$ cat src/rtl/adder_rate_pkg.sv
// adder_rate_pkg: shared types and helpers for the adder rate meter.
//   state_t    : measurement FSM states (IDLE, PRIME, RUN).
//   rate_delta : modulo difference between two counter samples.
package adder_rate_pkg;

    typedef enum logic [1:0] {
        IDLE  = 2'd0,
        PRIME = 2'd1,
        RUN   = 2'd2
    } state_t;

    // Difference between the current and the previous counter sample. The
    // result is 32 bits wide; the caller truncates it to the counter width,
    // which turns the plain subtraction into arithmetic modulo 2^WIDTH.
    // Because of that truncation, a counter that wrapped inside the window
    // still yields the right increment count.
    function automatic logic [31:0] rate_delta(input logic [31:0] cur,
                                               input logic [31:0] prev);
        return cur - prev;
    endfunction

endpackage

$ cat src/rtl/adder_rate_meter_if.sv
// adder_rate_meter_if: output channel of the rate meter.
//   rate_valid : a delta is available (driven by master)
//   rate_ready : consumer accepts the delta (driven by slave)
//   rate_data  : increments counted in the last window (driven by master)
//
// Handshake: a transfer happens on every rising edge where rate_valid and
// rate_ready are both high. Once rate_valid is raised, rate_valid and
// rate_data hold steady until that transfer takes place; rate_ready may
// change freely and never depends on rate_valid combinationally.
interface adder_rate_meter_if #(
    parameter int WIDTH = 8
);
    logic             rate_valid;
    logic             rate_ready;
    logic [WIDTH-1:0] rate_data;

    modport master (output rate_valid, output rate_data, input rate_ready);
    modport slave  (input rate_valid, input rate_data, output rate_ready);
endinterface

$ cat src/rtl/adder_rate_meter_window_timer.sv
// window_timer: free-running window counter for the rate meter.
//   aclk  : clock, rising edge
//   arstn : asynchronous active-low reset
//   en    : count enable; when low the timer is forced back to 0
//   tick  : high while the timer sits at WINDOW-1 (last cycle of a window)
module window_timer #(
    parameter int WINDOW = 16
) (
    input  logic aclk,
    input  logic arstn,
    input  logic en,
    output logic tick
);
    localparam int TW = (WINDOW > 2) ? $clog2(WINDOW) : 1;
    localparam logic [TW-1:0] LAST = TW'(WINDOW - 1);

    logic [TW-1:0] timer;

    always_ff @(posedge aclk or negedge arstn) begin
        if (!arstn) begin
            timer <= '0;
        end else if (!en) begin
            timer <= '0;
        end else if (timer == LAST) begin
            timer <= '0;
        end else begin
            timer <= timer + 1'b1;
        end
    end

    assign tick = (timer == LAST);

endmodule

$ cat src/rtl/adder_rate_meter.sv
// adder_rate_meter: samples a free-running counter every WINDOW cycles and
// reports the number of increments seen in each window.
//   aclk      : clock, rising edge
//   arstn     : asynchronous active-low reset
//   en        : measurement enable
//   cnt_in    : counter value being measured
//   cnt_clr   : copy of the counter's clear (counter reads 0 next cycle)
//   rate      : valid/ready channel carrying each window's delta
//   rate_ovf  : sticky, a delta was dropped because the channel was busy
//   ovf_clr   : clears rate_ovf (a simultaneous drop wins)
//   state_dbg : current FSM state
module adder_rate_meter
    import adder_rate_pkg::*;
#(
    parameter int WIDTH  = 8,
    parameter int WINDOW = 16
) (
    input  logic                       aclk,
    input  logic                       arstn,
    input  logic                       en,
    input  logic [WIDTH-1:0]           cnt_in,
    input  logic                       cnt_clr,
    adder_rate_meter_if.master         rate,
    output logic                       rate_ovf,
    input  logic                       ovf_clr,
    output state_t                     state_dbg
);
    state_t           state;
    state_t           state_nxt;
    logic             timer_en;
    logic             tick;
    logic             prime_edge;
    logic             sample_edge;
    logic             xfer;
    logic             drop;
    logic [WIDTH-1:0] last;
    logic [WIDTH-1:0] delta;
    logic             valid_q;
    logic [WIDTH-1:0] data_q;

    // The timer only runs once the FSM has left IDLE, so the first window
    // after enabling starts counting on the cycle after en is seen.
    assign timer_en = en && (state != IDLE);

    window_timer #(
        .WINDOW (WINDOW)
    ) u_timer (
        .aclk  (aclk),
        .arstn (arstn),
        .en    (timer_en),
        .tick  (tick)
    );

    assign prime_edge  = en && tick && (state == PRIME);
    assign sample_edge = en && tick && (state == RUN);
    assign delta       = WIDTH'(rate_delta(32'(cnt_in), 32'(last)));
    assign xfer        = valid_q && rate.rate_ready;
    assign drop        = sample_edge && valid_q && !rate.rate_ready;

    // FSM state register
    always_ff @(posedge aclk or negedge arstn) begin
        if (!arstn) begin
            state <= IDLE;
        end else begin
            state <= state_nxt;
        end
    end

    // FSM next state
    always_comb begin
        state_nxt = state;
        case (state)
            IDLE:    if (en) state_nxt = PRIME;
            PRIME: begin
                if (!en)             state_nxt = IDLE;
                else if (prime_edge) state_nxt = RUN;
            end
            RUN:     if (!en) state_nxt = IDLE;
            default: state_nxt = IDLE;
        endcase
    end

    // Baseline sample. A counter clear always wins over the load because the
    // counter restarts from 0 on the following cycle. last survives en=0 so
    // a later re-prime simply overwrites it.
    always_ff @(posedge aclk or negedge arstn) begin
        if (!arstn) begin
            last <= '0;
        end else if (cnt_clr) begin
            last <= '0;
        end else if (prime_edge || sample_edge) begin
            last <= cnt_in;
        end
    end

    // Output register. A new delta is accepted when the slot is empty or is
    // being emptied in this same cycle; otherwise it is dropped and flagged.
    always_ff @(posedge aclk or negedge arstn) begin
        if (!arstn) begin
            valid_q <= 1'b0;
            data_q  <= '0;
        end else if (sample_edge && (!valid_q || xfer)) begin
            valid_q <= 1'b1;
            data_q  <= delta;
        end else if (xfer) begin
            valid_q <= 1'b0;
        end
    end

    always_ff @(posedge aclk or negedge arstn) begin
        if (!arstn) begin
            rate_ovf <= 1'b0;
        end else if (drop) begin
            rate_ovf <= 1'b1;
        end else if (ovf_clr) begin
            rate_ovf <= 1'b0;
        end
    end

    assign rate.rate_valid = valid_q;
    assign rate.rate_data  = data_q;
    assign state_dbg       = state;

endmodule

$ cat src/flat_wrapper.sv
// flat-port wrapper written by rule: the top's interface ports become plain ports
module adder_rate_meter_flat import adder_rate_pkg::*;
#(
    parameter int WIDTH  = 8,
    parameter int WINDOW = 16
)
  (aclk, arstn, en, cnt_in, cnt_clr, rate_ovf, ovf_clr, state_dbg, rate_rate_valid, rate_rate_data, rate_rate_ready);
  adder_rate_meter_if #(.WIDTH(WIDTH)) rate_i ();
  input  logic aclk;
  input  logic arstn;
  input  logic en;
  input  logic [WIDTH-1:0] cnt_in;
  input  logic cnt_clr;
  output logic rate_ovf;
  input  logic ovf_clr;
  output state_t state_dbg;
  output wire logic [$bits(rate_i.rate_valid)-1:0] rate_rate_valid;
  output wire logic [$bits(rate_i.rate_data)-1:0] rate_rate_data;
  input wire logic [$bits(rate_i.rate_ready)-1:0] rate_rate_ready;
  assign rate_rate_valid = rate_i.rate_valid;
  assign rate_rate_data = rate_i.rate_data;
  assign rate_i.rate_ready = rate_rate_ready;
  adder_rate_meter #(.WIDTH(WIDTH), .WINDOW(WINDOW)) u_core (.aclk(aclk), .arstn(arstn), .en(en), .cnt_in(cnt_in), .cnt_clr(cnt_clr), .rate(rate_i), .rate_ovf(rate_ovf), .ovf_clr(ovf_clr), .state_dbg(state_dbg));
endmodule
$ cat config.mk
export PLATFORM = sky130hd
export DESIGN_NAME = adder_rate_meter_flat
export DESIGN_NICKNAME = d
export VERILOG_FILES = /design/src/rtl/adder_rate_pkg.sv /design/src/rtl/adder_rate_meter_if.sv /design/src/rtl/adder_rate_meter_window_timer.sv /design/src/rtl/adder_rate_meter.sv /design/src/flat_wrapper.sv
export SDC_FILE = /design/constraint.sdc
export NUM_CORES = 1
export LEC_CHECK = 0
export ABC_AREA = 1
export CAP_MARGIN = 20
export CORE_MARGIN = 2
export CORE_UTILIZATION = 57
export CTS_BUF_LIST = sky130_fd_sc_hd__clkbuf_4
export DETAILED_ROUTE_END_ITERATION = 10
export PLACE_DENSITY = 0.94
export SLEW_MARGIN = 25
export SYNTH_ARGS = -nofsm -noshare
export SYNTH_HDL_FRONTEND = slang
export SYNTH_SLANG_ARGS = --single-unit
$ cat constraint.sdc
create_clock -name aclk -period 3.4 [get_ports aclk]
set_clock_uncertainty 0.1 [all_clocks]
set_input_delay 0.34 -clock aclk [delete_from_list [all_inputs] [get_ports aclk]]
set_output_delay 0.34 -clock aclk [all_outputs]
set_load 0.05 [all_outputs]
# == Yosys cells after proc, flatten, opt, wreduce, memory -nomap -nowiden ==
# Index checks and enable logic that the tools add are counted.
# classes
eq_ne,6
add_sub_neg,2
reduce_logical,18
mux,13
# ops
op,n
two-way mux 8 bit,2
logical AND 1 bit,8
two-way mux 2 bit,4
two-way mux 4 bit,2
nonzero test 2 bit,4
subtractor 8 bit,1
case mux 2 bit (3 select lines),1
adder 4 x 1 -> 4 bit (second input constant),1
== test 4 bit (second input constant),1
two-way mux 1 bit,4
inequality test 2 bit (second input constant),2
inequality test 3 x 2 -> 1 bit (second input constant),1
AND reduction 3 bit,1
== test 2 x 1 -> 1 bit (second input constant),1
== test 2 bit (second input constant),1
zero test 1 bit,2
zero test 2 bit,1
logical OR 1 bit,2
# totals
word_cells,45
regBits,24
out_inout_bits,12

# == Depth between registers and ports, before layout ==
# logic_depth
ltp_word,6
ltp_mapped,11

# == Cells and area by module ==
# From an unflattened synthesis, not the netlist that was laid out.
# unflattened
cells_unflattened,159
hier_area_um2,1356.3
# by_module_without_submodules
mod,instances,cells_per_inst,area_per_inst_um2
adder_rate_meter,1,138,1171.1
window_timer,1,21,185.2

# == Worst setup path after synthesis ==
# OpenSTA, ideal clock, no wires.
# synth_timing
path_kind,flip-flop to flip-flop
start,reg u_core.state[1] (netlist: u_core.state_dbg[1])
end,reg u_core.data_q[2] (netlist: u_core.rate.rate_data[2])
period_less_slack_ns,1.692
stages_incl_launch_ff,8
arrival_time_ns,1.470
setup_slack_ns,1.708
path_cell_list,dfrtp_1 -> nand3_1 -> or2_4 -> nor2_8 -> inv_2 -> buf_6 -> nand2_1 -> o21ai_2
# synth_via
elab_chain_cells,3
# synth_rtl
item,line,rtl
start: declaration,adder_rate_meter.sv:28,state_t state;
start signal: assignment,adder_rate_meter.sv:65,state <= state_nxt;
== test 2 bit,adder_rate_meter.sv:55,assign sample_edge = en && tick && (state == RUN);
logical AND 1 bit,adder_rate_meter.sv:55,
logical AND 1 bit,adder_rate_meter.sv:102,end else if (sample_edge && (!valid_q || xfer)) begin
end signal: assignment,adder_rate_meter.sv:104,data_q <= delta;
end: declaration,adder_rate_meter.sv:39,logic [WIDTH-1:0] data_q;
# Every way passes these cells.
# A chain may end at the register's enable or synchronous reset.

# == Final worst setup path ==
# layout_timing
start,reg u_core.state[1] (netlist: u_core.state_dbg[1])
end,out state_dbg[1]
# layout_rtl
item,line,rtl
end: declaration,flat_wrapper.sv:16,output state_t state_dbg;
# No word-level cell between the ends.

==> impl_metrics.toml <==
[detailed_routing]
wire_per_inst_um = 12.1
vias = 1136
dr_wl_met2_mm = 1.28
top_layer = "met4"
drc_errors = 0
met1_length_mm = 1.14
vias_per_cell = 5.31
drt_iter0_markers = 25
first_pass_iters = 4
ant_nets = 0
wl_mm = 2.60
wl_met3_um = 145

[setup_path]
start_kind = "register"
r2r_start = "u_core.last[0]"
crit_type = "register to output port"
cp_num_buf_inv = 1
critPathTopFamily = "buffers and inverters"
crit_arrival_ps = 1570
rr_worst_depth = 9
crit_fanout = 4
r2r_slack_ps = 1700
cp-end-kind = "output port"
cp.required_ps = 2960
crit_slowest_cell = "clkdlybuf4s50_1"
path_cells = "clkdlybuf4s50_1"
worst_path_largest_cell_delay_ps = 830
r2r_end = "u_core.rate.rate_data[6]"

[clock_tree]
cts_resized = 0
cts.sinks = 24
root_buffer = "clkbuf_4"
cts_tree = "built"
ctsHoldBuffers = 0
cts.clk_slew.worst_paths_ps = 130
clockBufferDepth = 2
worstSkewPairLatency_ps = 320
numCtsBuffers = 3
post_cts_buffers = 0
htree_levels = 1

[global_routing]
grt_antenna_before_repair = 0
grt_use_total_pct = 23.0
grt_max_degree = 25
grt_pass1_vias = 1137
overflow = 0
grt_pass1_wl_mm = 4.61

[sta]
tns_ps = 0
tightest_slew_ps = 523
period_needed_ps = 2010
rsz0062_at_grt = "false"
setup_viol = 0
slew_headroom_pct = 65.1
setup_slack_ps = 1390
finalHoldViolCount = 0
finalCritPeriodShare_pct = 59.1
drv_slew = 0
max_freq_mhz = 498

[synthesis]
yosys_warnings = 0
ys_ff_latch = 24
syn_inst = 159
syn-num-nets = 182
synth_cell_types = 28
yosysSeqAreaShare_pct = 44.7
syn-cell-area_um2 = 1340
synth_area_per_cell_um2 = 8.45

[floorplanning]
die_y_um = 52.6
die_w_um = 52.6
die_area_um2 = 2760
num_rows = 17
start_util_pct = 60.7
io_pins = 26
core_area_um2 = 2210

[run_status]
status = "finished, final reports clean"

[finish]
syn_to_final_growth_pct = 22.1
diodes = 0
drive_gt1_share_pct = 6.99
layout.nets = 210

[placed_design]
dp_slack_ps = 1260
routabilityCongestion = 0.844
dp_hpwl_mm = 2.01
port_buffers = 25

[min_path]
min_path_type = "register to register"
worstHoldEndpoint = "u_core.u_timer.timer[0]"
hold_start = "u_core.u_timer.timer[0]"
hold_depth = 1

[flow_run]
max_cap_viol_count = 0

[power_and_ir_drop]
ir_worst_vdd_uv = 262
p_leak_nw = 0.824
p_per_area_nw_per_um2 = 328
metal layers:
| metal | vias up | track usage [%] |
|---|---|---|
| li1 | 571 | - |
| met1 | 528 | 27.3 |
| met2 | 33 | 38.3 |
| met3 | 4 | 6.86 |
| met4 | 0 | 10.3 |
| met5 | - | 0 |
cell usage in the layout (no fill, tap or decap), types with 2 or more instances in the layout:
master           instances
clkinv_1                 2
o21ai_1                  2
dfrtp_1                 24
xor2_1                   2
xnor2_1                  2
ha_1                     8
clkbuf_4                 3
nand2_1                 43
nand3b_1                 2
o21ai_2                  2
nor2_1                   5
inv_1                   21
nand4_1                  8
nand3_2                  3
nand3_1                 16
clkdlybuf4s50_1         24
inv_2                    2
a21oi_1                  6
sequential cells by signal, indices dropped and copies added, names as in the netlist:
register,cells
u_core.last,8
u_core.rate.rate_data,8
u_core.rate.rate_valid,1
u_core.rate_ovf,1
u_core.state_dbg,2
u_core.u_timer.timer,4
synthesized netlist by cell type, drive strengths merged:
master   n  share of area, %
a21oi    6               2.2
inv     23               6.4
xnor2    2               1.3
ha       8               7.4
and2     1              0.47
or2      2               1.1
buf      2               1.2
xor2     2               1.3
nand3b   2               1.1
fa       1               1.5
o211ai   1              0.56
dfrtp   24                45
nand2   43                12
nand4    8               3.7
nor3     1              0.37
clkinv   1              0.28
clkbuf   1              0.28
nor2     6               2.9
nand3   19               8.2
o22ai    1              0.47
o21ai    5               2.4
power breakdown:
part | internal (W) | switching (W)
Combinational | 0.0000487 | 0.0000626
Clock | 0.0000430 | 0.0000840
Sequential | 0.000294 | 0.00000570
how the worst max path moves through the flow:
| stage | start | to | slack [ps] | cells past startpoint |
|---|---|---|---|---|
| 6_report | u_core.state_dbg[1] | state_dbg[1] | 1390 | 1 |
| 5_1_grt | u_core.state_dbg[1] | state_dbg[1] | 1350 | 1 |
| 4_1_cts | u_core.state_dbg[1] | state_dbg[1] | 1390 | 1 |
| 3_5_place_dp | cnt_in[0] | u_core.rate.rate_data[6] | 1260 | 11 |
| 3_3_place_gp | cnt_in[0] | u_core.rate.rate_data[6] | 1340 | 11 |
| 2_1_floorplan | u_core.state_dbg[1] | u_core.rate.rate_data[2] | 1710 | 7 |
final cells by class:
type,instances,area (µm²)
multi-input cells,108,633
flip-flops and latches,24,601
fillers,165,572
repair buffers,26,255
inverters,24,90.1
well taps,28,35.0
clock buffers,3,22.5
clock inverters,1,3.75
stage by stage:
step                      instance area [µm²]  instances  power [W]  util [%]  hold WS [ps]
after floorplan                          1340        159   0.000377         -         -55.6
after global placement                   1610        209   0.000410      72.7           338
after detailed placement                 1610        209   0.000416      72.7           352
after CTS                                1640        213   0.000542      73.9           370
after global routing                     1640        214   0.000574      74.2           404
final                                    1640        214   0.000538      74.2           376
cells by family (layout without fill, tap and decap cells):
logic type | Yosys count | in the layout | share of synthesized area (%)
and+or+nand+nor | 82 | 82 | 29.9
buffers and inverters | 27 | 54 | 8.19
DFF | 24 | 24 | 44.7
AOI/OAI and AO/OA | 13 | 13 | 5.68
adders and majority gates | 9 | 9 | 8.94
xor gates and xnor gates | 4 | 4 | 2.61
Note: power is estimated with default switching activity, not from simulation.
